[config.mk]
export PLATFORM = sky130hd
export DESIGN_NAME = color_calc
export DESIGN_NICKNAME = d
export VERILOG_FILES = /design/src/rtl/color_calc_pkg.sv /design/src/rtl/color_calc_hue.sv /design/src/rtl/color_calc.sv
export SDC_FILE = /design/constraint.sdc
export NUM_CORES = 1
export LEC_CHECK = 0
export ABC_CLOCK_PERIOD_IN_PS = 9100
export CORE_MARGIN = 1.5
export CORE_UTILIZATION = 55
export CTS_CLUSTER_SIZE = 28
export DETAILED_ROUTE_END_ITERATION = 10
export GPL_ROUTABILITY_DRIVEN = 0
export PLACE_DENSITY = 0.8
export SKIP_LAST_GASP = 1
export SYNTH_ARGS = -nofsm -noshare
export SYNTH_HDL_FRONTEND = slang
export SYNTH_HIERARCHICAL = 1
export SYNTH_SLANG_ARGS = --single-unit
[constraint.sdc]
create_clock -name clk -period 9.1 [get_ports clk]
set_clock_uncertainty 0.1 [all_clocks]
set_input_delay 1.365 -clock clk [delete_from_list [all_inputs] [get_ports clk]]
set_output_delay 1.365 -clock clk [all_outputs]
set_load 0.02 [all_outputs]
[src/rtl/color_calc_pkg.sv]
// Shared types and constants for the per-bin colour stage.
package CCHW;

  localparam int W = 6;
  localparam int D = 10;

  // Hue anchors on a D-bit colour wheel (0 = red)
  localparam int HUE_YELLOW = 171;
  localparam int HUE_T1     = 341;
  localparam int HUE_T2     = 683;

  typedef struct packed {
    logic [W+D-1:0] position;
    logic [W+D-1:0] amplitude;
    logic [W+D-1:0] amplitude_fast;
  } Note;

endpackage

[src/rtl/color_calc_hue.sv]
// Hue path: note position -> fraction of octave (S1) -> hue on the colour wheel (S2).
module hue_calc
  import CCHW::*;
#(
  parameter int W               = CCHW::W,
  parameter int D               = CCHW::D,
  parameter int BINS_PER_OCTAVE = 24
) (
  input  logic         clk,
  input  logic         rst,
  input  logic [W+D-1:0] position,
  output logic [D-1:0] hue
);

  // Rounded reciprocal of the octave length, in D fraction bits
  localparam int RECIP = ((1 << D) + BINS_PER_OCTAVE / 2) / BINS_PER_OCTAVE;
  localparam int PW    = W + 2 * D + 1;

  logic [PW-1:0] pos_prod;
  logic [D-1:0]  p_next;
  logic [D-1:0]  p_s1;
  logic [D-1:0]  hue_next;
  int            p_int;

  // Positions past one octave wrap by dropping the integer part of p
  assign pos_prod = PW'(position) * PW'(RECIP);
  assign p_next   = D'(pos_prod >> D);
  assign p_int    = int'(p_s1);

  // Piecewise hue map: yellow->red, red->blue (through wrap), blue->yellow-ish
  always_comb begin
    hue_next = '0;
    if (p_int < HUE_T1)
      hue_next = D'(HUE_YELLOW - p_int / 2);
    else if (p_int < HUE_T2)
      hue_next = D'((1 << D) - (p_int - HUE_T1));
    else
      hue_next = D'(HUE_T2 - (3 * (p_int - HUE_T2)) / 2);
  end

  // S1/S2 registers of the hue path
  always_ff @(posedge clk or negedge rst) begin
    if (!rst) begin
      p_s1 <= '0;
      hue  <= '0;
    end else begin
      p_s1 <= p_next;
      hue  <= hue_next;
    end
  end

endmodule

[src/rtl/color_calc.sv]
// Per-bin colour stage: position + amplitudes -> 24-bit RGB, fixed pipeline.
// Build option: CCHW_STEADY_BRIGHT_EN forces full brightness for every bin above the floor.
module color_calc
  import CCHW::*;
#(
  parameter int W                   = CCHW::W,
  parameter int D                   = CCHW::D,
  parameter int BINS_PER_OCTAVE     = 24,
  parameter int SaturationAmplifier = 1638,
  parameter int LEDLimit            = 1023,
  parameter int LEDFloor            = 102
) (
  input  logic           clk,
  input  logic           rst,
  input  logic           start,
  input  logic [W+D-1:0] notePosition_i,
  input  logic [W+D-1:0] noteAmplitude_i,
  input  logic [W+D-1:0] noteAmplitudeFast_i,
  output logic [23:0]    rgb,
  output logic           data_v
);

  localparam int FW = W + D;
  localparam int HW = D + 3;

  logic           vld_in, vld_s1, vld_s2, vld_s3;
  logic [FW-1:0]  pos_in, amp_in, amp_s1;
  logic [D-1:0]   hue_s2;
  logic [D-1:0]   bright_next, bright_s2;
  logic [HW-1:0]  hue6;
  logic [2:0]     sector_s3;
  logic [D-1:0]   frac_s3;
  logic [7:0]     v8_s3;
  logic [D+7:0]   rise_prod;
  logic [7:0]     rise, fall;
  logic [23:0]    rgb_next;

  hue_calc #(
    .W               (W),
    .D               (D),
    .BINS_PER_OCTAVE (BINS_PER_OCTAVE)
  ) u_hue (
    .clk      (clk),
    .rst      (rst),
    .position (pos_in),
    .hue      (hue_s2)
  );

`ifdef CCHW_STEADY_BRIGHT_EN
  // Brightness is a fixed level; only the floor test on the slow amplitude matters
  always_comb begin
    bright_next = D'(LEDLimit);
    if (amp_s1 < FW'(LEDFloor)) bright_next = '0;
  end
`else
  localparam int PW = 2 * FW;
  logic [FW-1:0] fast_in, fast_s1;
  logic [PW-1:0] gain_prod, gain_shift;

  assign gain_prod  = PW'(fast_s1) * PW'(SaturationAmplifier);
  assign gain_shift = gain_prod >> D;

  // Amplified fast amplitude, clamped, gated by the slow-amplitude floor
  always_comb begin
    bright_next = D'(LEDLimit);
    if (gain_shift < PW'(LEDLimit)) bright_next = D'(gain_shift);
    if (amp_s1 < FW'(LEDFloor)) bright_next = '0;
  end

  // Fast amplitude travels alongside the slow one until S2
  always_ff @(posedge clk or negedge rst) begin
    if (!rst) begin
      fast_in <= '0;
      fast_s1 <= '0;
    end else begin
      fast_in <= noteAmplitudeFast_i;
      fast_s1 <= fast_in;
    end
  end
`endif

  assign hue6 = HW'(hue_s2) * HW'(6);

  assign rise_prod = (D + 8)'(v8_s3) * (D + 8)'(frac_s3);
  assign rise      = 8'(rise_prod >> D);
  assign fall      = v8_s3 - rise;

  // HSV->RGB with full saturation; sectors 6/7 cannot occur
  always_comb begin
    rgb_next = '0;
    case (sector_s3)
      3'd0:    rgb_next = {v8_s3, rise,  8'd0};
      3'd1:    rgb_next = {fall,  v8_s3, 8'd0};
      3'd2:    rgb_next = {8'd0,  v8_s3, rise};
      3'd3:    rgb_next = {8'd0,  fall,  v8_s3};
      3'd4:    rgb_next = {rise,  8'd0,  v8_s3};
      3'd5:    rgb_next = {v8_s3, 8'd0,  fall};
      default: rgb_next = '0;
    endcase
  end

  // Input capture, brightness/sector stages and valid shift chain
  always_ff @(posedge clk or negedge rst) begin
    if (!rst) begin
      vld_in    <= 1'b0;
      vld_s1    <= 1'b0;
      vld_s2    <= 1'b0;
      vld_s3    <= 1'b0;
      pos_in    <= '0;
      amp_in    <= '0;
      amp_s1    <= '0;
      bright_s2 <= '0;
      sector_s3 <= '0;
      frac_s3   <= '0;
      v8_s3     <= '0;
    end else begin
      vld_in    <= start;
      vld_s1    <= vld_in;
      vld_s2    <= vld_s1;
      vld_s3    <= vld_s2;
      pos_in    <= notePosition_i;
      amp_in    <= noteAmplitude_i;
      amp_s1    <= amp_in;
      bright_s2 <= bright_next;
      sector_s3 <= hue6[HW-1:D];
      frac_s3   <= hue6[D-1:0];
      v8_s3     <= bright_s2[D-1:D-8];
    end
  end

  // Output stage: rgb updates only with a valid sample and holds otherwise
  always_ff @(posedge clk or negedge rst) begin
    if (!rst) begin
      rgb    <= '0;
      data_v <= 1'b0;
    end else begin
      data_v <= vld_s3;
      if (vld_s3) rgb <= rgb_next;
    end
  end

endmodule

### Yosys cells after proc, flatten, opt, wreduce, memory -nomap -nowiden

Index checks and enable logic that the tools add are counted.

* register bits after elaboration: 159
* input port bits: 51
* logic and storage cells: 45

* add/sub/neg operators: 7
* multipliers: 5
* magnitude comparators: 4
* equal/unequal tests: 5
* mux-type cells: 5
* bitwise operators: 1
* reductions and logical operators: 1

Operator list (count)
* $pmux W24 S6: 1
* $mux W10: 4
* $mul A16 B10 Y26 const B: 1
* $mul A16 B6 Y20 const B: 1
* $lt A17 B10 Y1 const B: 1
* $mul A8 B9 Y17: 1
* $lt A16 B7 Y1 const B: 1
* $mul A3 B11 Y14 const A: 1
* $mul A10 B2 Y12 const B: 1
* $sub A10 B10 Y11 const B: 1
* $add A10 B1 Y10: 1
* $lt A10 B10 Y1 const B: 1
* $lt A10 B9 Y1 const B: 1
* $sub A1 B10 Y10 const A: 1
* $sub A10 B10 Y10 const A: 1
* $sub A10 B9 Y10 const B: 1
* $sub A8 B9 Y10 const A: 1
* $sub A8 B8 Y8: 1
* $eq A3 B2 Y1 const B: 2
* $eq A3 B3 Y1 const B: 2
* $eq A3 B1 Y1 const B: 1
* $logic_not A3 Y1: 1
* $and A1 B1 Y1: 1

### Logic depth before layout (Yosys ltp)

* word-level depth: 7
* depth in mapped cells: 27
* gate-level depth less buffers: 25

### Cells and area by module

Netlist, hierarchy kept.

By module, submodules not included
* color_calc: instances 1, cells an instance 1014, area an instance 10582.6 µm², seq. area each 3378.2 µm²
* hue_calc: instances 1, cells an instance 440, area an instance 4005.1 µm², seq. area each 500.5 µm²

### Least setup slack after synthesis

OpenSTA, ideal clock, no wires.

* path kind: reg-to-reg
* start point: register v8_s3[5]
* end point: register rgb[22]
* library setup time: 0.124 ns
* arrival: 6.510 ns
* data required time: 8.876 ns
* path slack: 2.366 ns
* stages on the path, launching flop included: 26
* path buffers: 2
* path through: dfrtp_1 -> clkbuf_1 -> clkbuf_1 -> and2_1 -> fa_1 -> fa_1 -> fa_1 -> inv_1 -> fa_1 -> inv_1 -> ha_1 -> a21o_1 -> a21o_1 -> a21o_1 -> a21oi_1 -> xor2_1 -> ha_1 -> nor2b_1 -> or2_2 -> a31oi_1 -> and4b_4 -> o211ai_2 -> a41oi_2 -> xor2_1 -> o32ai_1 -> a211o_1

* word-level cells in the longest chain between the ends: 3

RTL lines
* start: declaration: RTL line color_calc.sv:33 `logic [7:0] v8_s3;`
* start signal: assignment: RTL line color_calc.sv:127 `v8_s3 <= bright_s2[D-1:D-8];`
* $mul A8 B9 Y17: RTL line color_calc.sv:84 `assign rise_prod = (D + 8)'(v8_s3) * (D + 8)'(frac_s3);`
* $sub A8 B8 Y8: RTL line color_calc.sv:86 `assign fall = v8_s3 - rise;`
* $pmux W24 S6 *: RTL line color_calc.sv:91 `case (sector_s3)`
* end signal: assignment: RTL line color_calc.sv:138 `if (vld_s3) rgb <= rgb_next;`
* end: declaration: RTL line color_calc.sv:19 `output logic [23:0] rgb,`

Mark *: on every way between the ends. The rest lies on a longest branch, timed or not.
A chain may end at the register's enable or synchronous reset.

### Worst setup path after layout

Ends and elaborated chain as after synthesis.

==> results.toml <==
[outcome]
outcome = "complete, no violations"

[timing]
rsz0062_at_grt = "false"
period_minus_slack_ns = 7.25
timing.slew.headroom_pct = 43.6
post-route-period-util_pct = 79.7
hold_violations = 0
achievable-frequency_ghz = 0.138
finalSetupViolations = 0
final.setup.tns_ns = 0
postLayoutSetupSlackWorst_ns = 1.85
finalMaxSlewViolations = 0
transition_time_at_the_pin_with_the_least_slew_margin_ns = 0.846

[synthesis]
postSynth.asyncResetShare_pct = 100
number_of_synthesized_flops_with_an_enable_pin = 0
synth_seq_cells = 155
postSynthAreaPerCell_sq_um = 10.0
synth_cells = 1454
postSynthNetCount = 1832
synthesis.yosys.warnings = 6
synth.area.top_cells = "dfrtp_1 (27%), ha_1 (19%), fa_1 (15%)"
synth_top_area_cell = "dfrtp_1"
synth.yosys.seq_area_share_pct = 26.6
synthDominantCellAreaShare_pct = 26.6
dominantRegCellSynth = "dfrtp_1"
post_synth_instance_area_sq_um = 14600
yosysMostFrequentCell = "inv_1"
synthTopCellsByCount = "inv_1 (251), ha_1 (217), dfrtp_1 (155), fa_1 (110), nand2_1 (65)"
ys_types = 98

[setup_path]
worst_setup_path_end_kind = "flop"
setup.worst_path.class = "reg2reg"
regToRegEndpoint = "rgb[22]$_DFFE_PN0P_"
worst_case_reg_to_reg_path_depth = 23
cp_data_required_time_ns = 9.33
reg2reg_from = "v8_s3[5]$_DFF_PN0_"
reg2reg_setup_slack_ns = 1.85
timing.critical_path.fanout_max = 18
worstSetupStartpointType = "flop"
critPathArrivalTime_ns = 7.48

[min_path]
hold_path_startpoint = "vld_s2$_DFF_PN0_"
holdPathEnd = "vld_s3$_DFF_PN0_"
holdCritPathClass = "reg2reg"
hold_path_depth = 0

[die]
chipWidth_um = 166
fp.dieArea_sq_um = 27500
floorplan.initialDensity_pct = 56.0
die-height_um = 166
design.core.area_sq_um = 26100
standard_cell_rows = 59
io_pins = 76

[layout]
area_growth_pct = 10.9
finalNetCount = 1891
final.fill_count = 2056
antennaDiodeCount = 0
finish.instance_area_sq_um = 16200
instances_no_fill = 1861
drive_gt1_share_pct = 5.24

[routing]
first_iter_violations = 557
drt_drc_violations_left = 0
dr.pass1.iters = 5
detail_route.vias_per_cell = 5.69
drt-wirelength-per-cell_um = 16.1
postRouteWirelength_mm = 29.9
vias = 10586
detail-route-antenna-nets = 0

[clock_network]
cts.root.buffer_cell = "clkbuf_16"
post-cts-setup-buffer-count = 0
cts-buffers-inserted = 17
cts-htree-levels = 4
post_cts_hold_buffer_count = 0
insertion_delay_ns = 0.44
clock_slew_at_the_register_clock_pins_of_the_worst_setup_and_hold_paths_ns = 0.08
cts_tree = "built"
clock_sinks = 155
post_cts_resized = 0
cts-root-to-sink-buffers = 2

[grt]
largest_net_degree_at_the_start_of_global_routing = 88
grt_antenna_before_repair = 0
grt_use_total_pct = 22.5
globalRouteOverflowTotal = 0
grt_pass1_wl_mm = 50.7
first_global_vias = 10762

[placement]
dpl_worst_slack_ns = 1.90
post-place-cells = 1829
post-dp-hpwl_mm = 22.6
port_buffers = 74
placement.cell_area_sq_um = 15600

[job]
max_cap_violations = 0
## logic make-up after synthesis
kind of cell	Yosys count	share of synthesized area [%]
mux	17	1.19
simple gates	290	10.7
xor+xnor	80	4.80
fa+ha+maj	328	33.8
flops	155	26.6
buf+inv	290	7.82
compound gates	294	15.1
## layout by cell type (no fill, tap or decap), types with 5 or more instances in the layout
cell / count
nor2b_1: 8
o21ai_0: 35
a21oi_1: 48
and3_1: 7
a31oi_1: 19
nor4_1: 5
nand4_1: 11
nand2b_1: 8
or2_2: 6
o31ai_1: 9
clkdlybuf4s50_1: 73
nor3_1: 21
clkinv_8: 5
o21a_1: 14
a211o_1: 8
nand2_1: 65
xnor2_1: 52
o21bai_1: 11
mux2i_1: 14
dfrtp_1: 155
ha_1: 217
fa_1: 110
nand3_1: 10
o2bb2ai_1: 10
inv_1: 251
a21o_1: 40
a221oi_1: 11
nor2_1: 57
and2_1: 60
clkbuf_16: 17
o211ai_1: 10
xor2_1: 28
a211oi_1: 14
clkinv_4: 6
## flip-flops by register name, indices dropped and copies added, names as in the netlist, 3 cells and up
signal      flops
v8_s3           8
rgb            24
pos_in         16
frac_s3         9
u_hue/hue      10
fast_in        16
sector_s3       3
amp_s1         15
bright_s2       8
amp_in         15
fast_s1        16
u_hue/p_s1     10
## critical path: stages (launching register included)
cell	delay (ns)
dfrtp_1	0.77
and2_1	0.24
fa_1	0.44
fa_1	0.52
fa_1	0.55
inv_1	0.05
fa_1	0.52
inv_1	0.04
ha_1	0.33
a21o_1	0.19
a21o_1	0.18
a21o_1	0.17
a21oi_1	0.17
xor2_1	0.37
ha_1	0.34
nor2b_1	0.17
or2_2	0.30
a31oi_1	0.18
and4b_4	0.30
o211ai_2	0.16
a41oi_2	0.35
xor2_1	0.30
o32ai_1	0.12
a211o_1	0.28
## how the worst max path moves through the flow
stage                                   from             endpoint  slack, ns  cells after the start
final                     v8_s3[5]$_DFF_PN0_  rgb[22]$_DFFE_PN0P_       1.85                     23
after global routing      v8_s3[4]$_DFF_PN0_  rgb[22]$_DFFE_PN0P_       1.39                     23
after CTS                 v8_s3[5]$_DFF_PN0_  rgb[22]$_DFFE_PN0P_       1.89                     23
after detailed placement  v8_s3[5]$_DFF_PN0_  rgb[22]$_DFFE_PN0P_       1.90                     23
after global placement    v8_s3[5]$_DFF_PN0_  rgb[22]$_DFFE_PN0P_       1.96                     23
after floorplan           v8_s3[5]$_DFF_PN0_  rgb[22]$_DFFE_PN0P_       2.37                     25
## metrics by stage
stage                     hold WS, ns  utilization, %
after global routing            0.245            62.1
after CTS                       0.243            62.1
final                           0.243            62.1
after global placement          0.231            59.8
after detailed placement        0.235            59.8
after floorplan                 0.231               -
## metal layers
metal,up-vias,global-route usage (%),wire (um)
met4,0,8.34,784
met3,67,2.76,1160
li1,5053,-,-
met2,305,40.1,15200
met1,5161,28.0,12700
met5,-,0,0
## cell type report
cell class                 instances  area [sq um]  share of cell area, %
multi-input combinational       1009          9570                   59.1
sequential                       155          3880                   24.0
inverter                         254           953                   5.89
timing repair buffer              76           757                   4.68
clock buffer                      17           425                   2.63
tap                              335           419                   2.59
clock inverter                    15           179                   1.11
Power is not shown: default switching activity piles up to over one toggle a cycle in this logic, so the estimate is an artifact.
